### config.mk
export PLATFORM = sky130hd
export DESIGN_NAME = cbus_arbiter
export DESIGN_NICKNAME = d
export VERILOG_FILES = /design/src/rtl/cbus_arbiter.sv
export SDC_FILE = /design/constraint.sdc
export NUM_CORES = 1
export LEC_CHECK = 0
export ABC_CLOCK_PERIOD_IN_PS = 2080
export CELL_PAD_IN_SITES_DETAIL_PLACEMENT = 1
export CELL_PAD_IN_SITES_GLOBAL_PLACEMENT = 2
export CORE_UTILIZATION = 30
export CTS_CLUSTER_SIZE = 28
export DETAILED_ROUTE_END_ITERATION = 10
export PLACE_DENSITY = 0.67
export SLEW_MARGIN = 20
export SYNTH_ARGS = -nofsm -noshare
export SYNTH_HDL_FRONTEND = slang
export SYNTH_SLANG_ARGS = --single-unit
export TNS_END_PERCENT = 100
### constraint.sdc
create_clock -name CLK -period 2.08 [get_ports CLK]
set_input_delay 0.416 -clock CLK [delete_from_list [all_inputs] [get_ports CLK]]
set_output_delay 0.416 -clock CLK [all_outputs]
set_load 0.005 [all_outputs]
### src/rtl/cbus_arbiter.sv
// cbus_arbiter: CPU bus ownership scheduler. The master SH-2 is the parked
// owner; the slave SH-2 and the SCU DMA are granted one at a time, with a
// round-robin tie-break, after the master releases the bus via BRLS_N/BGR_N.
module cbus_arbiter #(
  parameter int unsigned MAX_TENURE = 64
) (
  input  logic       CLK,
  input  logic       RST,
  input  logic       CE_R,
  input  logic       SSH_REQ_N,
  input  logic       SCU_REQ_N,
  input  logic       BGR_N,
  output logic       BRLS_N,
  output logic       SSH_ACK_N,
  output logic       SCU_ACK_N,
  output logic       PREEMPT_N,
  output logic [1:0] OWNER,
  output logic       ERR
);

  typedef enum logic [2:0] {
    S_IDLE,
    S_REQ_REL,
    S_GRANT,
    S_HANDOFF,
    S_RETURN
  } state_t;

  localparam logic [7:0] TENURE_LIM = 8'(MAX_TENURE);

  state_t     state;
  logic       last_scu;   // LAST pointer: 1 = SCU was granted most recently
  logic [7:0] tenure;

  logic       ssh_req;
  logic       scu_req;
  logic       owner_req;
  logic       other_req;
  logic       pick_scu;
  logic [7:0] tenure_nx;

  // Request decode, round-robin pick and saturating tenure increment
  always_comb begin
    ssh_req   = ~SSH_REQ_N;
    scu_req   = ~SCU_REQ_N;
    // While granted, last_scu names the current owner
    owner_req = last_scu ? scu_req : ssh_req;
    other_req = last_scu ? ssh_req : scu_req;
    // SCU wins when alone, or on a tie when SSH was the last winner
    pick_scu  = scu_req && (!ssh_req || !last_scu);
    tenure_nx = (tenure == 8'hFF) ? tenure : tenure + 8'd1;
  end

  // Ownership FSM with registered pin outputs
  always_ff @(posedge CLK or posedge RST) begin
    if (RST) begin
      state     <= S_IDLE;
      last_scu  <= 1'b1;
      tenure    <= '0;
      BRLS_N    <= 1'b1;
      SSH_ACK_N <= 1'b1;
      SCU_ACK_N <= 1'b1;
      PREEMPT_N <= 1'b1;
      OWNER     <= 2'd0;
      ERR       <= 1'b0;
    end else if (CE_R) begin
      case (state)
        S_IDLE: begin
          if (ssh_req || scu_req) begin
            BRLS_N <= 1'b0;
            state  <= S_REQ_REL;
          end
        end

        S_REQ_REL: begin
          if (!BGR_N) begin
            if (ssh_req || scu_req) begin
              if (pick_scu) begin
                SCU_ACK_N <= 1'b0;
                OWNER     <= 2'd2;
              end else begin
                SSH_ACK_N <= 1'b0;
                OWNER     <= 2'd1;
              end
              last_scu <= pick_scu;
              tenure   <= '0;
              state    <= S_GRANT;
            end else begin
              state <= S_RETURN;
            end
          end
        end

        S_GRANT: begin
          if (BGR_N) begin
            SSH_ACK_N <= 1'b1;
            SCU_ACK_N <= 1'b1;
            PREEMPT_N <= 1'b1;
            OWNER     <= 2'd0;
            ERR       <= 1'b1;
            state     <= S_RETURN;
          end else if (!owner_req) begin
            SSH_ACK_N <= 1'b1;
            SCU_ACK_N <= 1'b1;
            PREEMPT_N <= 1'b1;
            OWNER     <= 2'd0;
            state     <= other_req ? S_HANDOFF : S_RETURN;
          end else begin
            // Compare against the post-increment count so PREEMPT_N falls
            // exactly MAX_TENURE ticks after the grant tick
            tenure    <= tenure_nx;
            PREEMPT_N <= !((tenure_nx >= TENURE_LIM) && other_req);
          end
        end

        S_HANDOFF: begin
          if (BGR_N) begin
            PREEMPT_N <= 1'b1;
            OWNER     <= 2'd0;
            ERR       <= 1'b1;
            state     <= S_RETURN;
          end else if (other_req) begin
            if (!last_scu) begin
              SCU_ACK_N <= 1'b0;
              OWNER     <= 2'd2;
            end else begin
              SSH_ACK_N <= 1'b0;
              OWNER     <= 2'd1;
            end
            last_scu <= ~last_scu;
            tenure   <= '0;
            state    <= S_GRANT;
          end else begin
            state <= S_RETURN;
          end
        end

        S_RETURN: begin
          BRLS_N <= 1'b1;
          if (BGR_N) state <= S_IDLE;
        end

        default: state <= S_IDLE;
      endcase
    end
  end

endmodule

==> impl_metrics.json, run 1 <==
{
  "p_per_area_nw_per_um2": 1100,
  "wl_per_cell_um": 16.1,
  "timing.final.crit_period_ns": 1.96,
  "wl_um": 3620,
  "antenna_found_initial": 0,
  "crit_arrival_ns": 2.17,
  "grt_usage_pct": 18.3,
  "clk_pin_slew_ns": 0.09,
  "ys_warn_count": 0,
  "htreeDepth": 1,
  "grt_pass1_vias": 1235,
  "grt_start_max_net_pins": 20,
  "antenna_cells": 0,
  "synthAdderAreaFrac_pct": 0.993,
  "mostFrequentLayoutCell": "buf_4",
  "fp.dieArea_um2": 4460,
  "ir_drop_uv": 479,
  "cp_common_cell": "mux2_4",
  "worstMarginPinSlew_ns": 0.388,
  "p_leak_nw": 0.745,
  "die_w_um": 66.8,
  "io_buffers": 12,
  "synth-main-ff-cell": "dfrtp_1",
  "route.detailed.drc": 0,
  "multi_input_area_um2": 729,
  "syn-cell-area_um2": 1260,
  "syn_nets": 142,
  "path_cells": "clkdlybuf4s50_1 -> mux2_4 -> mux2_4 -> a211o_1 -> nor3_2 -> a21o_1",
  "grt-ovfl-total": 0,
  "regArea_um2": 482,
  "pin_count": 13,
  "cp_slowest_cell": "clkdlybuf4s50_1",
  "numClockSinks": 19,
  "ys_seq_elements": 19,
  "std_cell_rows": 23,
  "drtAntennaViolNets": 0,
  "finalHoldViolations": 0,
  "grt_pass1_wl_um": 6030,
  "muxShareOfSynthArea_pct": 8.44,
  "yosysTopAreaCellShare_pct": 27.8,
  "status": "completed",
  "cp_max_fo": 5,
  "setup_violations": 0,
  "clk_latency_ns": 0.26,
  "relSlewSlack_pct": 74.2,
  "synth_xor_area_share_pct": 0.695,
  "skew_ns": 0.00809,
  "setup_ws_ns": 0.122,
  "area_delta_synth_final_pct": 33.2,
  "syn_inst": 135,
  "endpoint_kind": "flop",
  "synth_area_leaders": "dfrtp_1 (28%), dfstp_2 (10%), a21oi_1 (4.0%)",
  "post-place-ws_ns": -0.173,
  "setup.worst_path.start_class": "input port",
  "fin_crit_sh_pct": 94.2,
  "cts.hold.buffers_added": 0,
  "synth-edff-count": 0,
  "fp.coreArea_um2": 4030,
  "max_freq_mhz": 511,
  "path_class": "input port to flop",
  "fillers": 471,
  "max_stage_delay_ns": 0.51,
  "finalPower_mw": 1.84,
  "cts_root_buf": "clkbuf_8",
  "synth_top_family_by_area": "simple AND/OR/NAND/NOR gates",
  "drt-pass1-iter-count": 4,
  "cts_tree": "built",
  "via_per_inst": 5.25,
  "die_y_um": 66.8,
  "final_cell_mix": "buf_4 (30), dfrtp_1 (14), nor2_1 (13), nand2_1 (12), clkdlybuf4s50_1 (11)",
  "slew_viol_final": 0,
  "synth-compound-area-share_pct": 22.0,
  "syn_area_per_cell_um2": 9.33,
  "crit_buf_inv": 1,
  "yosys.area.top_type": "dfrtp_1",
  "drive_gt1_share_pct": 28.2,
  "path_delay_family": "multiplexers",
  "fin_util_pct": 41.6,
  "finish.net_count": 182,
  "cts_buffer_depth": 2,
  "dr.first_iter.drc_count": 34,
  "ys_types": 48,
  "synth-simple-area-share_pct": 25.7,
  "gp_congestion": 0.853,
  "cts_buffers": 3,
  "yosysSeqAreaShare_pct": 38.2,
  "hold_class": "flop to flop",
  "worstPathRequired_ns": 2.29,
  "drv_cap": 0,
  "initial_core_util_pct": 31.3,
  "synthArstFlopShare_pct": 100,
  "dr_total_vias": 1176,
  "post-dp-hpwl_um": 2810
}
## state kept, by name, indices dropped and copies added (netlist names)
signal,cells
BRLS_N,1
last_scu,1
state,3
PREEMPT_N,1
SCU_ACK_N,1
tenure,8
ERR,1
SSH_ACK_N,1
OWNER,2
## cells by family (layout without fill, tap and decap cells)
group,after synthesis,count (layout)
flops,19,19
mux,8,8
compound gates,39,39
buf+inv,9,48
xor+xnor,1,1
simple gates,58,58
fa+ha+maj,1,1
## where the power goes
group / leakage, nW / internal, mW / switching, mW / total [mW]
logic: 0.489 / 0.519 / 0.433 / 0.952
clock network: 0.0217 / 0.135 / 0.141 / 0.276
registers: 0.234 / 0.503 / 0.113 / 0.617
## per-layer routing
layer / routed length (um) / track usage (%) / up-vias
li1: - / - / 579
met1: 1770 / 25.1 / 578
met2: 1700 / 29.3 / 17
met3: 130 / 4.11 / 2
met4: 17 / 3.19 / 0
met5: 0 / 0 / -
## cell type report
| type | count | area share, % |
|---|---|---|
| Multi-Input combinational cell | 107 | 43.5 |
| Inverter | 2 | 0.447 |
| Timing Repair Buffer | 42 | 20.7 |
| Clock inverter | 1 | 0.447 |
| Clock buffer | 3 | 2.46 |
| Tap cell | 50 | 3.73 |
| Sequential cell | 19 | 28.7 |
## through the flow
step	cells	TNS (ns)	hold WS, ns	cell area, um^2
3_5_place_dp	219	-1.22	0.472	1620
4_1_cts	223	0	0.492	1670
3_3_place_gp	219	-0.677	0.458	1620
6_report	224	0	0.484	1680
2_1_floorplan	135	0	0.363	1260
5_1_grt	224	-0.00129	0.494	1680
## worst register-to-register path: cells and delay by family, from the launching register on
family | cells | cell delay, ns
AOI/OAI and AO/OA | 2 | 0.45
and+or+nand+nor | 1 | 0.19
muxes | 2 | 0.60
DFF | 1 | 0.60
## Yosys cell counts, types with 2 or more instances
cell       n
nor3b_1    3
a31o_1     3
nand2_1   12
a21o_1     2
a21oi_1   10
a221oi_1   2
mux2_4     2
inv_1      2
o21ai_0    4
nor2b_1    6
nand2b_1   5
o31ai_1    3
dfstp_2    5
nand3_1    5
mux2i_1    2
clkbuf_1   2
buf_2      2
dfrtp_1   14
a31oi_1    3
nor2_1    13
mux2_1     2
nand4_1    2
and3_1     4
o22a_1     2
nor3_1     2
## final timing paths
path | start | end | slack (ns) | depth (start not counted)
max | SCU_REQ_N | OWNER[1]$_DFFE_PP0P_ | 0.12 | 6
max reg2reg | last_scu$_DFFE_PP1P_ | OWNER[1]$_DFFE_PP0P_ | 0.19 | 5
min in group asynchronous | RST | state[2]$_DFFE_PP0P_ | 0.49 | 3
min | ERR$_DFFE_PP0P_ | ERR$_DFFE_PP0P_ | 0.48 | 1
min reg2reg | ERR$_DFFE_PP0P_ | ERR$_DFFE_PP0P_ | 0.48 | 1
max in group asynchronous | RST | BRLS_N$_DFFE_PP1P_ | 1.31 | 3
## timing repair
action | in CTS | in global routing
resized for setup | 0 | 1
setup buffers | 0 | 1
endpoints found under the setup margin | 0 | 1
No activity file was read; power rests on OpenSTA's default activity.
==> inputs of run 2 (changes only) <==
Settings changed: ABC_CLOCK_PERIOD_IN_PS 2080 to 1700, CAP_MARGIN set to 0, PLACE_DENSITY 0.67 to 0.69.
Clock period 2.08 ns to 1.7 ns, I/O delays scaled along.
==> run 2 against run 1 <==
  * The flow now finishes with violations (negative setup slack)
  * Die area unchanged
  * Clock-buffer cell count is the same
  * Design area up 7.8%
  * Sequential power grew 25%
  * Sequential share of layout area is 2.0 points lower
  * First-iteration DRC count rose by 41%
  * Hold slack worse by 0.049 ns
  * Non-clock buffer count up 4
  * Core utilization up 3.2 points
  * Global-route usage up 0.29 points
  * Critical path depth fell by 1
  * Critical endpoint unchanged
==> impl_metrics.json, run 2 (synthesized netlist as in run 1, its figures left out) <==
{
  "fp.dieArea_um2": 4460,
  "drv_cap": 0,
  "cp_max_fo": 4,
  "crit_arrival_ns": 2.09,
  "largest-register": "tenure",
  "rsz0062_at_grt": "yes",
  "die_w_um": 66.8,
  "crit_start": "last_scu$_DFFE_PP1P_",
  "grt_start_max_net_pins": 20,
  "post-dp-hpwl_um": 2720,
  "worstPathRequired_ns": 1.90,
  "setup.worst_path.start_class": "flop",
  "die_y_um": 66.8,
  "drt-pass1-iter-count": 4,
  "timing.hold.ws_ns": 0.435,
  "cts_buffers": 3,
  "worstReg2RegStart": "last_scu$_DFFE_PP1P_",
  "slew_viol_final": 0,
  "mostFrequentLayoutCell": "buf_4",
  "wl_per_cell_um": 15.9,
  "clk_pin_slew_ns": 0.08,
  "post-place-ws_ns": -0.490,
  "r2r_cells": 5,
  "wl_um": 3620,
  "p_leak_nw": 0.775,
  "grt_usage_pct": 18.6,
  "final_cell_mix": "buf_4 (32), dfrtp_1 (13), nor2_1 (13), nand2_1 (12), a21oi_1 (10)",
  "grt_pass1_vias": 1235,
  "endpoint": "OWNER[1]$_DFFE_PP0P_",
  "dr.first_iter.drc_count": 48,
  "dr_total_vias": 1187,
  "r2r_slack_ns": -0.19,
  "cts_buffer_depth": 2,
  "status": "finished with violations",
  "clk_latency_ns": 0.25,
  "setup_ws_ns": -0.185,
  "finish.net_count": 186,
  "htreeDepth": 1,
  "relSlewSlack_pct": 75.9,
  "path_class": "flop to flop",
  "largest_reg_flops": 8,
  "initial_core_util_pct": 31.3,
  "numClockSinks": 19,
  "std_cell_rows": 23,
  "hold_class": "input port to asynchronous set/reset pin",
  "setup_violations": 9,
  "io_buffers": 12,
  "violations": "negative setup slack",
  "drive_gt1_share_pct": 37.1,
  "grt-ovfl-total": 0,
  "gp_congestion": 0.902,
  "endpoint_kind": "flop",
  "ir_drop_uv": 697,
  "p_per_area_nw_per_um2": 1350,
  "rr_endpoint": "OWNER[1]$_DFFE_PP0P_",
  "area_delta_synth_final_pct": 43.5,
  "cts_root_buf": "clkbuf_8",
  "max_freq_mhz": 530,
  "worstMarginPinSlew_ns": 0.362,
  "timing.final.crit_period_ns": 1.89,
  "via_per_inst": 5.21,
  "fin_crit_sh_pct": 111,
  "reg_top3": "tenure (8), state (3), OWNER (2)",
  "finalPower_mw": 2.43,
  "fp.coreArea_um2": 4030,
  "antenna_cells": 0,
  "skew_ns": 0.00334,
  "drtAntennaViolNets": 0,
  "finalHoldViolations": 0,
  "antenna_found_initial": 0,
  "grt_pass1_wl_um": 6110,
  "pin_count": 13,
  "route.detailed.drc": 0,
  "cts_tree": "built"
}
==> run 2: cell types whose count changed in the layout (fill, tap and decap cells not counted), moves of 2 or more <==
cell | previous run | this run
and3_1 | 4 | 1
and3_4 | 0 | 3
buf_4 | 30 | 32
clkdlybuf4s50_1 | 11 | 9
dlygate4sd2_1 | 0 | 2
mux2_1 | 2 | 0
mux2_4 | 2 | 4
==> run 2: how the worst min path moves through the flow <==
| stage | cells after the start | start | to | slack, ns |
|---|---|---|---|---|
| 2_1_floorplan | 1 | RST | ERR$_DFFE_PP0P_ | 0.29 |
| 3_3_place_gp | 1 | ERR$_DFFE_PP0P_ | ERR$_DFFE_PP0P_ | 0.45 |
| 3_5_place_dp | 1 | ERR$_DFFE_PP0P_ | ERR$_DFFE_PP0P_ | 0.45 |
| 4_1_cts | 3 | RST | tenure[0]$_DFFE_PP0P_ | 0.45 |
| 5_1_grt | 3 | RST | OWNER[1]$_DFFE_PP0P_ | 0.49 |
| 6_report | 3 | RST | tenure[0]$_DFFE_PP0P_ | 0.43 |
==> run 2: report_power, final <==
part,switching [mW],internal (mW)
Sequential,0.155,0.618
Combinational,0.595,0.747
Clock,0.155,0.163
==> run 2: per-layer routing <==
layer	track usage (%)	share of wire, %
met1	26.7	51
met2	27.9	45
met4	6.38	1.3
met3	2.74	2.2
met5	0	0
==> run 2: worst max-delay path: stages (launching register included) <==
cell and delay [ns]:
dfstp_2 0.62, mux2_4 0.35, mux2_4 0.27, a211o_4 0.35, nor3_4 0.15, a21o_1 0.10
==> run 2: final cells by class <==
cell class	instances	area (um^2)
clock buffer	3	41.3
inverter	2	7.51
clock inverter	1	5.00
sequential	19	483
fill	474	2220
tap	50	62.6
multi-input combinational	107	820
timing repair buffer	46	389
==> run 2: repair_timing <==
item | 4_1_cts | 5_1_grt
setup buffers | 3 | 0
pin swaps | 1 | 3
gates resized for setup | 11 | 13
hold buffers | 0 | 0
setup endpoints to repair | 13 | 13
cloned | 1 | 0
==> run 2: stage by stage <==
stage	util [%]	instances	TNS, ns	cell area, um^2
floorplan	-	135	-0.361	1260
global placement	40.6	221	-5.29	1630
detailed placement	40.6	221	-5.71	1630
CTS	43.7	228	-1.20	1760
global route	44.9	228	-1.77	1810
finish	44.9	228	-1.11	1810
